--- src/rtl/aes_dec_ctrl.sv ---
// rtl/aes_dec_ctrl.sv - AES decryption round-sequencing controller
//
// Sequences one 128-bit ciphertext block through an external combinational
// inverse-round datapath: AddRoundKey(NR), NR-1 full inverse rounds, then the
// final inverse round. All outputs are registered.
//
// Optional feature: define AES_DEC_CTRL_BLKCNT_EN to add the 16-bit blk_cnt
// output counting out_valid & out_ready handshakes (wraps at 0xFFFF).
//
// Ports:
//   clk, rst_n           clock, synchronous active-low reset
//   in_valid/in_ready    ciphertext handshake, in_data = ciphertext block
//   key_valid            expanded round keys usable (sampled in IDLE/WAIT_KEY)
//   dp_state             working state to the datapath
//   dp_sel               0 AddRoundKey, 1 full inv round, 2 final inv round, 3 idle
//   dp_key_idx           round-key index for the datapath
//   dp_result            combinational datapath result
//   out_valid/out_ready  plaintext handshake, out_data = plaintext
//   busy                 high outside IDLE
//   done_led             sticky completion flag, cleared on next accept
//   blk_cnt              (optional) completed-block counter
module aes_dec_ctrl #(
    parameter int NR  = 10,
    parameter int KIW = 4
) (
    input  logic           clk,
    input  logic           rst_n,
    input  logic           in_valid,
    output logic           in_ready,
    input  logic [127:0]   in_data,
    input  logic           key_valid,
    output logic [127:0]   dp_state,
    output logic [1:0]     dp_sel,
    output logic [KIW-1:0] dp_key_idx,
    input  logic [127:0]   dp_result,
    output logic           out_valid,
    input  logic           out_ready,
    output logic [127:0]   out_data,
`ifdef AES_DEC_CTRL_BLKCNT_EN
    output logic [15:0]    blk_cnt,
`endif
    output logic           busy,
    output logic           done_led
);

    typedef enum logic [2:0] {
        S_IDLE,
        S_WAIT_KEY,
        S_INIT,
        S_ROUND,
        S_FINAL,
        S_DONE
    } state_t;

    localparam logic [KIW-1:0] IDX_NR   = KIW'(NR);
    localparam logic [KIW-1:0] IDX_LAST = KIW'(NR - 1);
    localparam logic [KIW-1:0] IDX_ONE  = KIW'(1);

    state_t         state_q, state_d;
    logic [127:0]   dp_state_q, dp_state_d;
    logic [1:0]     dp_sel_q, dp_sel_d;
    logic [KIW-1:0] dp_key_idx_q, dp_key_idx_d;
    logic           out_valid_q, out_valid_d;
    logic           in_ready_q, in_ready_d;
    logic           busy_q, busy_d;
    logic           done_led_q, done_led_d;
`ifdef AES_DEC_CTRL_BLKCNT_EN
    logic [15:0]    blk_cnt_q, blk_cnt_d;
`endif

    always_comb begin
        state_d      = state_q;
        dp_state_d   = dp_state_q;
        done_led_d   = done_led_q;
        dp_sel_d     = 2'd3;
        dp_key_idx_d = '0;

        // Next-state and working-state update for the current state.
        case (state_q)
            S_IDLE: begin
                // in_ready is high in IDLE, so in_valid alone is an accept.
                if (in_valid) begin
                    dp_state_d = in_data;
                    done_led_d = 1'b0;
                    state_d    = key_valid ? S_INIT : S_WAIT_KEY;
                end
            end
            S_WAIT_KEY: begin
                if (key_valid) begin
                    state_d = S_INIT;
                end
            end
            S_INIT: begin
                dp_state_d = dp_result;
                state_d    = S_ROUND;
            end
            S_ROUND: begin
                dp_state_d = dp_result;
                if (dp_key_idx_q == IDX_ONE) begin
                    state_d = S_FINAL;
                end
            end
            S_FINAL: begin
                dp_state_d = dp_result;
                done_led_d = 1'b1;
                state_d    = S_DONE;
            end
            S_DONE: begin
                if (out_ready) begin
                    state_d = S_IDLE;
                end
            end
            default: state_d = S_IDLE;
        endcase

        // Registered outputs are derived from the state being entered so they
        // line up with that state's cycle.
        case (state_d)
            S_INIT: begin
                dp_sel_d     = 2'd0;
                dp_key_idx_d = IDX_NR;
            end
            S_ROUND: begin
                dp_sel_d     = 2'd1;
                dp_key_idx_d = (state_q == S_INIT) ? IDX_LAST : (dp_key_idx_q - IDX_ONE);
            end
            S_FINAL: begin
                dp_sel_d     = 2'd2;
                dp_key_idx_d = '0;
            end
            default: begin
                dp_sel_d     = 2'd3;
                dp_key_idx_d = '0;
            end
        endcase

        in_ready_d  = (state_d == S_IDLE);
        busy_d      = (state_d != S_IDLE);
        out_valid_d = (state_d == S_DONE);

`ifdef AES_DEC_CTRL_BLKCNT_EN
        blk_cnt_d = blk_cnt_q + ((out_valid_q && out_ready) ? 16'd1 : 16'd0);
`endif
    end

    always_ff @(posedge clk) begin
        if (!rst_n) begin
            state_q      <= S_IDLE;
            dp_state_q   <= '0;
            dp_sel_q     <= 2'd3;
            dp_key_idx_q <= '0;
            out_valid_q  <= 1'b0;
            in_ready_q   <= 1'b1;
            busy_q       <= 1'b0;
            done_led_q   <= 1'b0;
`ifdef AES_DEC_CTRL_BLKCNT_EN
            blk_cnt_q    <= '0;
`endif
        end else begin
            state_q      <= state_d;
            dp_state_q   <= dp_state_d;
            dp_sel_q     <= dp_sel_d;
            dp_key_idx_q <= dp_key_idx_d;
            out_valid_q  <= out_valid_d;
            in_ready_q   <= in_ready_d;
            busy_q       <= busy_d;
            done_led_q   <= done_led_d;
`ifdef AES_DEC_CTRL_BLKCNT_EN
            blk_cnt_q    <= blk_cnt_d;
`endif
        end
    end

    assign in_ready   = in_ready_q;
    assign dp_state   = dp_state_q;
    assign dp_sel     = dp_sel_q;
    assign dp_key_idx = dp_key_idx_q;
    assign out_valid  = out_valid_q;
    assign out_data   = dp_state_q;
    assign busy       = busy_q;
    assign done_led   = done_led_q;
`ifdef AES_DEC_CTRL_BLKCNT_EN
    assign blk_cnt    = blk_cnt_q;
`endif

endmodule

--- config.mk ---
export PLATFORM = sky130hd
export DESIGN_NAME = aes_dec_ctrl
export DESIGN_NICKNAME = d
export VERILOG_FILES = /design/src/rtl/aes_dec_ctrl.sv
export SDC_FILE = /design/constraint.sdc
export NUM_CORES = 1
export LEC_CHECK = 0
export ABC_CLOCK_PERIOD_IN_PS = 4500
export CORE_AREA = 5 5 202 204
export DETAILED_ROUTE_END_ITERATION = 7
export DIE_AREA = 0 0 207 209
export SETUP_SLACK_MARGIN = 0.02
export SKIP_LAST_GASP = 1
export SLEW_MARGIN = 20
export SYNTH_ARGS = -nofsm -noshare
export SYNTH_HDL_FRONTEND = slang
export SYNTH_SLANG_ARGS = --single-unit
--- constraint.sdc ---
create_clock -name clk -period 4.5 [get_ports clk]
set_input_delay 0.45 -clock clk [delete_from_list [all_inputs] [get_ports clk]]
set_output_delay 0.45 -clock clk [all_outputs]
set_load 0.03 [all_outputs]
==> results of run 1 <==
-- per-layer routing --
layer / GRT usage (%) / vias up / routed length, um
met5: 0 / - / 0
met3: 5.360 / 29 / 2644
met1: 15.59 / 3473 / 12010
li1: - / 3645 / -
met2: 21.64 / 417 / 14240
met4: 4.218 / 0 / 636
-- power by group through the flow --
| stage | Combinational [mW] | Clock [mW] | Sequential [mW] |
|---|---|---|---|
| 2_1_floorplan | 0.949 | 0 | 1.87 |
| 3_3_place_gp | 1.97 | 0 | 1.60 |
| 3_5_place_dp | 1.98 | 0 | 1.60 |
| 4_1_cts | 1.99 | 1.58 | 1.58 |
| 5_1_grt | 2.08 | 1.63 | 1.60 |
| 6_report | 1.97 | 1.51 | 1.57 |
-- cell usage after synthesis, drive strengths merged (2+ instances only) --
cell type / count / area share [%]
inv: 3 / 0.16
nand2: 263 / 14
buf: 174 / 19
dfxtp: 141 / 41
nor2: 5 / 0.27
o21ai: 132 / 9.5
nand2b: 3 / 0.27
xnor2: 2 / 0.25
a31oi: 130 / 12
a21oi: 4 / 0.34
clkbuf: 28 / 1.5
ha: 2 / 0.36
and2: 2 / 0.18
nor3b: 2 / 0.22
nor3: 2 / 0.14
-- worst paths after layout --
check | from | endpoint | slack, ps | cells past startpoint
max | state_q[2] | dp_state[47] | 2180 | 5
min | done_led | done_led | 480 | 2
max reg2reg | state_q[2] | dp_state[47] | 2180 | 5
min reg2reg | done_led | done_led | 480 | 2
-- flip-flops by register name, indices dropped and copies added (netlist names) --
signal	cells
dp_key_idx	4
dp_sel	2
done_led	1
out_valid	1
busy	1
state_q	3
dp_state	128
in_ready	1
-- logic make-up (layout without fill, tap and decap cells) --
logic type	after synthesis	count (layout)
compound gates	272	272
xor+xnor	2	2
fa+ha+maj	2	2
buf+inv	205	567
flops	141	141
simple gates	282	282
-- final cells by class --
class / instances / share of cell area [%]
well taps: 525 / 5.397
flip-flops and latches: 141 / 23.19
clock inverters: 12 / 1.306
inverters: 3 / 0.09252
multi-input cells: 558 / 22.35
repair buffers: 532 / 43.91
clock buffers: 20 / 3.752
-- through the flow --
step           hold WS [ps]  std cells  total power [mW]  util [%]  setup slack [ps]
2_1_floorplan         584.9        904             2.817         -              2851
3_3_place_gp          475.1       1759             3.570     29.56              2198
3_5_place_dp          475.0       1759             3.579     29.56              2126
4_1_cts               489.2       1791             5.146     31.14              2110
5_1_grt               544.2       1791             5.308     31.14              1994
6_report              484.9       1791             5.055     31.14              2185
-- critical path, delay by kind of cell (launching register included) --
kind / cells / cell delay, ps
AO/OA/AOI/OAI: 1 / 170
buffers and inverters: 1 / 360
flip-flops: 1 / 560
AND/OR/NAND/NOR: 3 / 1100
==> impl_metrics.py, run 1 <==
metrics = {
    "run_status": {
        "status": "completed",
    },
    "sta": {
        "tns_ps": 0,
        "worst_pin_slew_ps": 822.1,
        "period_needed_ps": 2315,
        "min_period_over_period_pct": 51.44,
        "skew_ps": 7.756,
        "slew_viol_final": 0,
        "finalHoldViolCount": 0,
        "grt_setup_unrepaired": "false",
        "slew_headroom_pct": 45.19,
        "finalSetupViolCount": 0,
        "fmax_mhz": 432.0,
    },
    "clock_tree": {
        "ctsHoldBuffers": 0,
        "clock_latency_ps": 430,
        "cts_tree": "done",
        "cts.clk_slew.worst_paths_ps": 60,
        "cts_buffer_depth": 2,
        "clockRootBuffer": "clkbuf_16",
        "cts_resized": 0,
        "post_cts_buffers": 0,
        "htree_levels": 4,
        "numCtsBuffers": 17,
        "clock_sinks": 141,
    },
    "routing": {
        "first_iter_violations": 522,
        "drt_wl_total_um": 29540,
        "vias": 7564,
        "vias_per_cell": 4.223,
        "post_drt_wl_per_cell_um": 16.49,
        "first_pass_iters": 6,
        "drc": 0,
        "final_antenna_net_count": 0,
    },
    "final_layout": {
        "final_cell_mix": "525 x clkdlybuf4s50_1, 262 x nand2_1, 141 x dfxtp_1",
        "multi_input_area_sq_um": 2720,
        "final_common_cell": "clkdlybuf4s50_1",
        "fin_nets": 1516,
        "final_cell_area_sq_um": 12170,
        "final.fill_count": 4208,
        "insertedDiodeCount": 0,
        "syn_to_final_growth_pct": 74.65,
        "regArea_sq_um": 2823,
        "drive_gt1_share_pct": 3.397,
    },
    "worst_setup_path": {
        "crit_path_start_kind": "register",
        "slowest_delay_ps": 560,
        "cpMaxStageDelayCell": "dfxtp_1",
        "crit_arrival_ps": 2670,
        "endpoint_kind": "register",
        "cp.required_ps": 4860,
        "critPathKind": "reg2reg",
        "path_cells": "or3b_4 > nand2_4 > buf_12 > nand2_1 > a31oi_1",
        "cp_max_fo": 65,
    },
    "floorplanning": {
        "placeableCoreArea_sq_um": 39090,
        "die_w_um": 207,
        "die_h_um": 209,
        "dieArea_sq_um": 43260,
        "num_rows": 73,
        "io_pins": 527,
        "initial_core_util_pct": 17.83,
    },
    "logic_synthesis": {
        "synth_ff_type": "dfxtp_1",
        "synth_compound_area_share_pct": 22.33,
        "synth_area_sq_um": 6969,
        "async_flop_share_pct": 0,
        "synth-xor-area-share_pct": 0.2513,
        "synth_top_family_by_area": "compound AO/OA/AOI/OAI gates",
        "yosys_warnings": 0,
        "synth_edf_count": 0,
        "syn_area_per_cell_sq_um": 7.709,
        "yosys_register_bits": 141,
        "yosys.area_share.simple_pct": 15.98,
        "yosys-mux-area-fraction_pct": 0,
        "netlist_instances": 904,
        "ys_seq_area_share_pct": 40.50,
        "ys_types": 32,
        "synth_fa_ha_area_share_pct": 0.3591,
        "syn_nets": 1167,
    },
    "global_routing": {
        "grt_max_degree": 131,
        "antenna_found_initial": 0,
        "grt_pass1_wl_um": 45400,
        "grt_pass1_vias": 7622,
        "grt_use_total_pct": 13.11,
        "grt_overflow_total": 0,
    },
    "placement": {
        "place_congestion": 0.8312,
        "io_buffer_count": 526,
        "dpl_cell_area_sq_um": 11560,
        "hpwl_um": 22140,
    },
    "power_and_ir_drop": {
        "combPwrFrac_pct": 38.9,
        "p_clk_share_pct": 29.9,
        "p_leak_nw": 4.497,
        "p_int_mw": 3.175,
        "p_sw_share_pct": 37.20,
        "ir_drop_mv": 0.2072,
        "powerDensity_nw_per_um2": 415.3,
        "power_frac_seq_pct": 31.1,
        "p_switching_mw": 1.881,
    },
    "hold_path": {
        "hp-class": "reg2reg",
    },
    "flow_run": {
        "cap_violations": 0,
    },
}
(Power assumes the default switching activity.)
==> inputs of run 2 (changes only) <==
- ABC_CLOCK_PERIOD_IN_PS: 4500 -> 1890
- clock period: 4.5 -> 1.89 ns (I/O delays scaled with it)
==> impl_metrics.py, run 2 (synthesized netlist as in run 1, its figures left out) <==
metrics = {
    "run_status": {
        "status": "completed",
    },
    "routing": {
        "final_antenna_net_count": 0,
        "post_drt_wl_per_cell_um": 16.39,
        "first_pass_iters": 5,
        "drc": 0,
        "vias": 7662,
        "first_iter_violations": 433,
        "drt_wl_total_um": 29810,
        "vias_per_cell": 4.212,
    },
    "global_routing": {
        "grt_overflow_total": 0,
        "grt_pass1_vias": 8048,
        "antenna_found_initial": 0,
        "grt_use_total_pct": 13.24,
        "grt_pass1_wl_um": 46220,
        "grt_max_degree": 138,
    },
    "flow_run": {
        "cap_violations": 0,
    },
    "sta": {
        "whs_ps": 240.4,
        "slew_headroom_pct": 54.78,
        "skew_ps": 4.900,
        "fmax_mhz": 556.7,
        "worst_pin_slew_ps": 678.3,
        "grt_setup_unrepaired": "false",
        "min_period_over_period_pct": 95.05,
        "finalHoldViolCount": 0,
        "tns_ps": 0,
        "slew_viol_final": 0,
        "period_needed_ps": 1796,
        "finalSetupViolCount": 0,
    },
    "floorplanning": {
        "dieArea_sq_um": 43260,
        "io_pins": 527,
        "die_w_um": 207,
        "num_rows": 73,
        "initial_core_util_pct": 17.83,
        "die_h_um": 209,
        "placeableCoreArea_sq_um": 39090,
    },
    "worst_setup_path": {
        "cp_max_fo": 3,
        "crit_path_start_kind": "register",
        "crit_arrival_ps": 1610,
        "crit_buf_inv": 1,
        "slowest_delay_ps": 730,
        "path_cells": "clkdlybuf4s50_1",
        "path_delay_family": "buffers and inverters",
        "cpMaxStageDelayCell": "clkdlybuf4s50_1",
        "endpoint_kind": "primary output",
        "cp.required_ps": 1700,
        "critPathKind": "reg2out",
        "ff2ff_setup_slack_ps": 230,
    },
    "clock_tree": {
        "cts_buffer_depth": 2,
        "clock_latency_ps": 430,
        "clockRootBuffer": "clkbuf_16",
        "numCtsBuffers": 17,
        "cts.clk_slew.worst_paths_ps": 60,
        "htree_levels": 4,
        "cts_tree": "done",
        "clock_sinks": 141,
        "ctsHoldBuffers": 0,
    },
    "final_layout": {
        "largest_reg_flops": 128,
        "final_cell_mix": "525 x clkdlybuf4s50_1, 262 x nand2_1, 140 x dfxtp_1",
        "insertedDiodeCount": 0,
        "final.fill_count": 4174,
        "finalNonFillerCells": 1819,
        "drive_gt1_share_pct": 5.564,
        "final_cell_area_sq_um": 12450,
        "syn_to_final_growth_pct": 78.67,
        "final_common_cell": "clkdlybuf4s50_1",
        "fin_nets": 1544,
    },
    "placement": {
        "hpwl_um": 22880,
        "io_buffer_count": 526,
        "dpl_cell_area_sq_um": 11850,
        "place_inst": 1787,
        "place_congestion": 0.8510,
    },
    "power_and_ir_drop": {
        "p_leak_nw": 4.663,
        "ir_drop_mv": 0.5078,
        "powerDensity_nw_per_um2": 965.9,
    },
    "hold_path": {
        "hp-class": "in2reg",
    },
}
[run 2: cell types whose count changed in the layout (fill, tap and decap cells not counted), moves of 2 or more]
cell	previous run	this run
buf_12	3	10
buf_4	4	25
clkbuf_8	2	4
clkinv_2	2	4
inv_6	4	0
[run 2: layout make-up]
| cell class | instances | area (sq um) | area share, % |
|---|---|---|---|
| clock inverters | 10 | 112.6 | 0.9043 |
| clock buffers | 22 | 484.2 | 3.889 |
| repair buffers | 560 | 5643 | 45.32 |
| multi-input cells | 558 | 2720 | 21.84 |
| well taps | 525 | 656.9 | 5.275 |
| flip-flops and latches | 141 | 2824 | 22.68 |
| inverters | 3 | 11.26 | 0.09043 |
[run 2: metrics by stage]
stage | total power, mW | util [%] | setup slack [ps]
3_3_place_gp | 8.663 | 30.32 | 59.10
5_1_grt | 12.65 | 31.85 | 27.51
2_1_floorplan | 6.708 | - | 240.7
4_1_cts | 12.22 | 31.85 | 36.78
3_5_place_dp | 8.690 | 30.32 | 8.483
6_report | 12.03 | 31.85 | 93.63
[run 2: layer usage]
metal  track usage (%)  up-vias  share of wire, %
li1                  -     3701                 -
met1             16.04     3555                43
met2             22.63      388                49
met3             4.504       18               7.0
met4             3.352        0               1.3
met5                 0        -                 0
[run 2: worst paths after layout]
| kind | start | end | cells after the start |
|---|---|---|---|
| min | rst_n | dp_sel[0] | 3 |
| min reg2reg | done_led | done_led | 2 |
| max | dp_state[79] | dp_state[79] | 1 |
| max reg2reg | state_q[1] | dp_state[55] | 6 |
[run 2: repair_timing]
action / 4_1_cts / 5_1_grt
resized for setup: 0 / 1
endpoints found under the setup margin: 0 / 3
setup buffers: 0 / 0
[run 2: report_power, final]
part	switching (mW)	leakage, nW	internal [mW]
clock network	1.34	0.292	2.08
registers	0.375	1.17	3.38
logic	2.71	3.20	2.14
total	4.43	4.66	7.60
